<file path="src/rtl/button_event_arbiter_pkg.sv">
// Shared constants for the button event arbiter: default sizing and the
// encoding carried on evt_release.
package button_event_arbiter_pkg;

  localparam int N_BTN_DEFAULT = 4;
  localparam int ID_W_DEFAULT  = $clog2(N_BTN_DEFAULT);

  localparam logic EVT_PRESS   = 1'b0;
  localparam logic EVT_RELEASE = 1'b1;

endpackage

</file>
<file path="src/rtl/btn_edge_flags.sv">
// Per-button edge detector with sticky press/release pending flags and
// a one-cycle overflow indication when an edge lands on an unserved flag.
module btn_edge_flags
  import button_event_arbiter_pkg::*;
(
  input  logic clk,
  input  logic reset,
  input  logic level,
  input  logic serve_press,
  input  logic serve_release,
  output logic pend_press,
  output logic pend_release,
  output logic ovf_evt
);

  logic prev;
  logic press_edge;
  logic release_edge;

  assign press_edge   = level & ~prev;
  assign release_edge = ~level & prev;

  // A new edge on a flag that is being served in the same cycle is a fresh
  // event rather than a lost one, so only unserved flags count as overflow.
  assign ovf_evt = (press_edge & pend_press & ~serve_press)
                 | (release_edge & pend_release & ~serve_release);

  always_ff @(posedge clk or posedge reset) begin
    if (reset) begin
      prev         <= 1'b0;
      pend_press   <= 1'b0;
      pend_release <= 1'b0;
    end else begin
      prev         <= level;
      pend_press   <= press_edge | (pend_press & ~serve_press);
      pend_release <= release_edge | (pend_release & ~serve_release);
    end
  end

endmodule

</file>
<file path="src/rtl/button_event_arbiter.sv">
// Collects press/release edges from N_BTN buttons and serialises them
// through a round-robin arbiter into a valid/ready event stream.
module button_event_arbiter
  import button_event_arbiter_pkg::*;
#(
  parameter int N_BTN = N_BTN_DEFAULT,
  parameter int ID_W  = $clog2(N_BTN)
) (
  input  logic              clk,
  input  logic              reset,
  input  logic [N_BTN-1:0]  btn_level,
  output logic              evt_valid,
  output logic [ID_W-1:0]   evt_id,
  output logic              evt_release,
  input  logic              evt_ready,
  output logic [N_BTN-1:0]  ovf,
  input  logic              ovf_clr
);

  logic [N_BTN-1:0] pend_press;
  logic [N_BTN-1:0] pend_release;
  logic [N_BTN-1:0] serve_press;
  logic [N_BTN-1:0] serve_release;
  logic [N_BTN-1:0] ovf_evt;
  logic [N_BTN-1:0] req;

  logic [ID_W-1:0]  rr_ptr;
  logic [ID_W-1:0]  grant_idx;
  logic [ID_W-1:0]  rr_next;
  logic [ID_W:0]    cand;
  logic [ID_W:0]    next_sum;
  logic             grant_found;
  logic             free;
  logic             grant;

  for (genvar i = 0; i < N_BTN; i++) begin : g_btn
    btn_edge_flags u_flags (
      .clk           (clk),
      .reset         (reset),
      .level         (btn_level[i]),
      .serve_press   (serve_press[i]),
      .serve_release (serve_release[i]),
      .pend_press    (pend_press[i]),
      .pend_release  (pend_release[i]),
      .ovf_evt       (ovf_evt[i])
    );
  end

  assign req   = pend_press | pend_release;
  assign free  = ~evt_valid | evt_ready;
  assign grant = free & grant_found;

  // First requesting button at or above rr_ptr, wrapping modulo N_BTN.
  always_comb begin
    grant_found = 1'b0;
    grant_idx   = '0;
    cand        = '0;
    for (int off = 0; off < N_BTN; off++) begin
      cand = {1'b0, rr_ptr} + (ID_W+1)'(off);
      if (cand >= (ID_W+1)'(N_BTN)) begin
        cand = cand - (ID_W+1)'(N_BTN);
      end
      if (!grant_found && req[cand[ID_W-1:0]]) begin
        grant_found = 1'b1;
        grant_idx   = cand[ID_W-1:0];
      end
    end
  end

  assign next_sum = {1'b0, grant_idx} + (ID_W+1)'(1);
  assign rr_next  = (next_sum == (ID_W+1)'(N_BTN)) ? '0 : next_sum[ID_W-1:0];

  // Press is served ahead of release for the granted button.
  always_comb begin
    serve_press   = '0;
    serve_release = '0;
    if (grant) begin
      serve_press[grant_idx]   = pend_press[grant_idx];
      serve_release[grant_idx] = ~pend_press[grant_idx] & pend_release[grant_idx];
    end
  end

  always_ff @(posedge clk or posedge reset) begin
    if (reset) begin
      evt_valid   <= 1'b0;
      evt_id      <= '0;
      evt_release <= EVT_PRESS;
      rr_ptr      <= '0;
    end else if (grant) begin
      evt_valid   <= 1'b1;
      evt_id      <= grant_idx;
      evt_release <= pend_press[grant_idx] ? EVT_PRESS : EVT_RELEASE;
      rr_ptr      <= rr_next;
    end else if (free) begin
      evt_valid   <= 1'b0;
    end
  end

  // Clearing is applied first so a same-cycle overflow still sets its bit.
  always_ff @(posedge clk or posedge reset) begin
    if (reset) begin
      ovf <= '0;
    end else begin
      ovf <= (ovf & ~{N_BTN{ovf_clr}}) | ovf_evt;
    end
  end

endmodule

</file>
<file path="config.mk">
export PLATFORM = sky130hd
export DESIGN_NAME = button_event_arbiter
export DESIGN_NICKNAME = d
export VERILOG_FILES = /design/src/rtl/button_event_arbiter_pkg.sv /design/src/rtl/btn_edge_flags.sv /design/src/rtl/button_event_arbiter.sv
export SDC_FILE = /design/constraint.sdc
export NUM_CORES = 1
export LEC_CHECK = 0
export CORE_UTILIZATION = 45
export CTS_CLUSTER_SIZE = 16
export DETAILED_ROUTE_END_ITERATION = 10
export PLACE_DENSITY = 0.75
export SYNTH_ARGS = -nofsm -noshare
export SYNTH_HDL_FRONTEND = slang
export SYNTH_HIERARCHICAL = 1
export SYNTH_SLANG_ARGS = --single-unit
</file>
<file path="constraint.sdc">
create_clock -name clk -period 2.35 [get_ports clk]
set_input_delay 0.235 -clock clk [delete_from_list [all_inputs] [get_ports clk]]
set_output_delay 0.235 -clock clk [all_outputs]
set_load 0.01 [all_outputs]
</file>
### Yosys cells after proc, flatten, opt, wreduce, memory -nomap -nowiden

Index checks and enable logic that the tools add are counted.

* register bits after elaboration: 22
* latch bits: 0
* RAM bits: 0
* bits in read-only memories: 0
* output and inout bits: 8
* word-level logic and storage cells: 147
* memories: 0

* add/sub/neg operators: 8
* $mul: 0
* divide/modulo/power cells: 0
* magnitude comparators: 10
* eq/ne operators: 1
* shift-type cells: 0
* multiplexer cells: 32
* bitwise logic cells: 71
* reductions and logical operators: 8

Operators with widths (count)
* 1-bit bitwise AND: 34
* 2-bit two-way mux: 9
* 1-bit NOT: 18
* 2-bit by 3-bit < comparator with 1-bit output (second input constant): 5
* 1-bit two-way mux: 14
* 1-bit OR: 13
* 4-bit bitwise AND: 3
* 1-bit binary-select mux with 2-bit select: 6
* 3-bit greater-or-equal comparator (second input constant): 3
* 4-bit two-way mux: 2
* 4-bit OR: 2
* 2-bit by 1-bit subtractor with 2-bit output (second input constant): 4
* 2-bit by 1-bit adder with 3-bit output (second input constant): 2
* 2-bit by 2-bit adder with 3-bit output (second input constant): 2
* 1-bit logical AND: 4
* 4-bit NOT: 1
* 3-bit equality test (second input constant): 1
* 2-bit by 3-bit greater-or-equal comparator with 1-bit output (second input constant): 1
* 1-bit zero test: 3
* 1-bit demux with 2-bit select: 1
* 2-bit by 1-bit greater-or-equal comparator with 1-bit output (second input constant): 1
* 2-bit nonzero test: 1

### Logic depth before layout (Yosys ltp)

* depth after elaboration: 24
* gate-level depth with buffers: 11

### Hierarchy

The synthesis kept the hierarchy.

Modules (own cells, without submodules)
* button_event_arbiter: times used 1, cells each 82, area each 698.2 um^2
* btn_edge_flags: times used 4, cells each 11, area each 123.9 um^2

### Worst setup path after synthesis

OpenSTA, ideal clock, no wires.

* path type: register to register
* start: register g_btn[1].u_flags.pend_release
* end: register ovf[3]
* setup time: 118 ps
* arrival time: 2030 ps
* required time: 2232 ps
* path slack: 202 ps
* stages on the path, launching flop included: 9
* path buffers: 0
* period minus slack after synthesis: 2148 ps
* cell sequence: dfrtp_1 -> or2_1 -> o311a_1 -> nor2_2 -> mux2_2 -> a21oi_1 -> nand2b_1 -> o22ai_2 -> a21o_1

* cells in the longest elaborated chain, start to end: 23

RTL lines
* from (decl): RTL line btn_edge_flags.sv:12 `output logic pend_release,`
* from (signal assigned): RTL line btn_edge_flags.sv:36 `pend_release <= release_edge | (pend_release & ~serve_release);`
* 4-bit OR (*): RTL line button_event_arbiter.sv:49 `assign req = pend_press | pend_release;`
* 1-bit binary-select mux with 2-bit select: RTL line button_event_arbiter.sv:63 `if (!grant_found && req[cand[ID_W-1:0]]) begin`
* 1-bit two-way mux (implied by the code): RTL line button_event_arbiter.sv:63
* 1-bit two-way mux: RTL line button_event_arbiter.sv:63
* 1-bit zero test: RTL line button_event_arbiter.sv:63
* 1-bit logical AND: RTL line button_event_arbiter.sv:63
* 1-bit two-way mux: RTL line button_event_arbiter.sv:63
* 1-bit zero test: RTL line button_event_arbiter.sv:63
* [5 not listed]
* named net grant_idx[1]: RTL line button_event_arbiter.sv:28 `logic [ID_W-1:0] grant_idx;`
* [4 not listed]
* 4-bit bitwise AND (no line) (*)
* 4-bit two-way mux (*): RTL line button_event_arbiter.sv:77 `if (grant) begin`
* named net serve_press[3]: RTL line button_event_arbiter.sv:22 `logic [N_BTN-1:0] serve_press;`
* 1-bit NOT (*): RTL line btn_edge_flags.sv:25 `assign ovf_evt = (press_edge & pend_press & ~serve_press)`
* 1-bit bitwise AND (*): RTL line btn_edge_flags.sv:25
* 1-bit OR (*): RTL line btn_edge_flags.sv:26 `| (release_edge & pend_release & ~serve_release);`
* named net ovf_evt[3]: RTL line button_event_arbiter.sv:24 `logic [N_BTN-1:0] ovf_evt;`
* 4-bit OR (*): RTL line button_event_arbiter.sv:104 `ovf <= (ovf & ~{N_BTN{ovf_clr}}) | ovf_evt;`
* to (signal assigned): RTL line button_event_arbiter.sv:104
* to (decl): RTL line button_event_arbiter.sv:16 `output logic [N_BTN-1:0] ovf,`

The timed path passes the listed nets; every way through them passes the cells marked *. The select of a mux whose other input is x is not followed.
A chain may end at the register's enable or synchronous reset.

### Worst setup path after layout

* start: register g_btn[1].u_flags.pend_release
* end: register ovf[2]

* cells in the longest elaborated chain, start to end: 23

RTL lines
* 4-bit OR (*): RTL line button_event_arbiter.sv:49
* 1-bit binary-select mux with 2-bit select: RTL line button_event_arbiter.sv:63
* 1-bit two-way mux (implied by the code): RTL line button_event_arbiter.sv:63
* 1-bit two-way mux: RTL line button_event_arbiter.sv:63
* 1-bit zero test: RTL line button_event_arbiter.sv:63
* 1-bit logical AND: RTL line button_event_arbiter.sv:63
* 1-bit two-way mux: RTL line button_event_arbiter.sv:63
* 1-bit zero test: RTL line button_event_arbiter.sv:63
* [5 not listed]
* named net grant_idx[1]: RTL line button_event_arbiter.sv:28
* [4 not listed]
* 4-bit bitwise AND (no line) (*)
* 4-bit two-way mux (*): RTL line button_event_arbiter.sv:77
* named net serve_release[2]: RTL line button_event_arbiter.sv:23 `logic [N_BTN-1:0] serve_release;`
* 1-bit NOT (*): RTL line btn_edge_flags.sv:26
* 1-bit bitwise AND (*): RTL line btn_edge_flags.sv:26
* 1-bit OR (*): RTL line btn_edge_flags.sv:26
* named net ovf_evt[2]: RTL line button_event_arbiter.sv:24
* 4-bit OR (*): RTL line button_event_arbiter.sv:104

Marked as above.

==> impl_metrics.ini <==
[cells_and_area]
nets = 163
design_area_mm2 = 0.00153
final_layout_size_suffix_gt1_share_pct = 22.0
instances_no_fill = 180
diodes = 0
area_delta_synth_final_pct = 28.4

[clock_network]
ctsLongestPathBuffers = 2
numCtsBuffers = 3
insertion_delay_ns = 0.31
cts.sinks = 22
clkSlewWorstSetupHoldPaths_ns = 0.12
cts_root_buf = clkbuf_4
cts_tree = done
htree_levels = 1
hold_buffers = 0

[die]
num_io_pins = 16
die_h_um = 53.5
rows = 18
fp.coreArea_mm2 = 0.00250
die_x_um = 53.5
start_util_pct = 47.7
die-area_mm2 = 0.00286

[timing]
fmax_mhz = 420
slew_violations = 0
tns_ns = -0.0323
period_minus_slack_ns = 2.38
hold_viol = 0
max_slew_margin_pct = 64.6
tightestPinTransition_ns = 0.526
min_period_over_period_pct = 101
holdWs_ns = 0.211
rsz0062_at_grt = yes
setup_violations = 1
setup_ws_ns = -0.0323
finClkSkew_ns = 0.00178

[route]
drt_wl_total_um = 2870
antenna_left = 0
first_pass_iters = 4
vias = 1016
avgRoutedWirePerCell_um = 15.9
via_per_inst = 5.64
drt_iter0_markers = 24
drc_errors = 0

[critical_path]
max_stage_delay_ns = 0.42
critPathArrivalTime_ns = 2.60
critPathSlowestCell = dfrtp_1
cp-end-kind = flop
cp_top_family = simple AND/OR/NAND/NOR gates
worstPathRequired_ns = 2.57
worstPathCellList = or2_1 -> o311a_4 -> nor2_4 -> buf_4 -> ha_1 -> nand2_1 -> nor3_1 -> nand2b_1 -> o22ai_2 -> a21o_1
crit_path_start_kind = flop
critPathMaxFanout = 5
timing.critical_path.buf_inv = 1
worstSetupPathType = flop to flop

[placed_design]
place.gp.congestion = 0.942
port_buffers = 15
hpwlAfterDp_um = 1960
placed_area_mm2 = 0.00141
dp.cells = 174

[yosys]
synthArstFlopShare_pct = 100
synth_largest_area_cell = dfrtp_1
syn_area_mm2 = 0.00119
synthMuxAreaShare_pct = 1.78
ys_types = 33
synth-adder-area-share_pct = 4.19
syn-num-nets = 138
ys_seq_area_share_pct = 46.1
synth_ff_type = dfrtp_1
synth_top_area_share_pct = 46.1
synth.ff_latch_count = 22
synth_top_family_by_area = simple AND/OR/NAND/NOR gates
netlist_instances = 126
synth_compound_area_share_pct = 21.9
synth.area.top_cells = dfrtp_1 (46%), nand2b_1 (8.9%), nand2_1 (6.3%)
synth_simple_gate_area_share_pct = 23.2
synth_edf_count = 0
yosysWarnings = 6
synth_area_per_cell_um2 = 9.47
synthXorXnorAreaFrac_pct = 0

[global_route]
grt_max_degree = 13
antenna_found_initial = 0
grt_pass1_wl_um = 4230
grt_overflow = 0
grt_pass1_vias = 945
grt_usage_pct = 20.9

[power_and_ir_drop]
power_w = 0.00191
powerDensity_mw_per_mm2 = 1240
ir_drop_mv = 0.725
p_leak_nw = 0.664

[run_status]
violations = setup timing
status = complete, but fails checks

[worst_hold_path]
hold_class = primary input to asynchronous set/reset pin

[job]
maxCapViolCount = 0
[timing repair]
action	in CTS	in global routing
endpoints found under the setup margin	1	4
setup buffers	0	2
gates resized for setup	2	15
pin swaps	1	1
[synth_stat cells (2+ instances only)]
cell and n:
o21ba_2 2, nand2b_1 17, or2_1 2, nor3_1 4
dfrtp_1 22, o21ai_0 6, o22ai_2 4, a21oi_1 5
nor2_1 5, ha_1 4, nand2_1 20, o311a_1 2
o21a_1 3, inv_1 8, a21o_1 4
[where the power goes]
group | internal (W) | total, W | switching (W)
Clock | 0.0000947 | 0.000211 | 0.000116
Combinational | 0.000506 | 0.00106 | 0.000554
Sequential | 0.000500 | 0.000636 | 0.000135
[per-stage QoR]
step | utilization [%] | setup slack, ns
detailed placement | 56.3 | 0.0410
finish | 61.3 | -0.0323
global placement | 56.3 | 0.0910
floorplan | - | 0.202
CTS | 58.1 | 0.0155
global route | 61.3 | -0.0555
[logic make-up after synthesis]
group / count (synthesis)
AOI/OAI and AO/OA: 34
and+or+nand+nor: 55
DFF: 22
adders and majority gates: 4
muxes: 2
buffers and inverters: 9
[final cells by class]
cell class / count / area (um2)
fill: 211 / 967
multi-input combinational: 95 / 681
sequential: 22 / 553
timing repair buffer: 21 / 195
tap: 30 / 37.5
clock buffer: 4 / 36.3
inverter: 8 / 30.0
[placed cells by master (no fill, tap or decap), types with 2 or more instances in the layout]
master and instances:
nand2b_4 3, dfrtp_2 2, nor2_1 4, clkdlybuf4s50_1 15, ha_1 4, dfrtp_1 20, inv_1 8, buf_4 6
a21oi_2 3, nand2b_1 14, or2_1 2, o21ai_0 6, clkbuf_4 3, a21o_1 4, o22ai_2 4, nand2_1 20
nor3_1 3, o21ba_2 2, o21a_1 2, a21oi_1 2
[worst paths after layout]
kind | from | endpoint | slack (ns) | cells past startpoint
max in group asynchronous | reset | evt_release$_DFFE_PP0P_ | 1.70 | 2
min in group clk | btn_level[1] | g_btn[1].u_flags/prev$_DFF_PP0_ | 0.41 | 1
min reg2reg | ovf[0]$_DFF_PP0_ | ovf[0]$_DFF_PP0_ | 0.49 | 1
min | reset | g_btn[1].u_flags/prev$_DFF_PP0_ | 0.21 | 2
max reg2reg | g_btn[1].u_flags/pend_release$_DFF_PP0_ | ovf[2]$_DFF_PP0_ | -0.03 | 10
max | g_btn[1].u_flags/pend_release$_DFF_PP0_ | ovf[2]$_DFF_PP0_ | -0.03 | 10
[registers in the layout, indices dropped and copies added (netlist names)]
register / cells
rr_ptr: 2
g_btn.u_flags/prev: 4
g_btn.u_flags/pend_release: 4
ovf: 4
g_btn.u_flags/pend_press: 4
evt_valid: 1
evt_release: 1
evt_id: 2
[routing by layer]
layer	global-route usage [%]	vias to the layer above	part of all wire, %
met3	3.45	8	4.6
met1	25.3	487	42
met4	7.02	0	2.4
met5	0	-	0
li1	-	487	-
met2	36.9	34	51
Note: power is estimated with default switching activity, not from simulation.
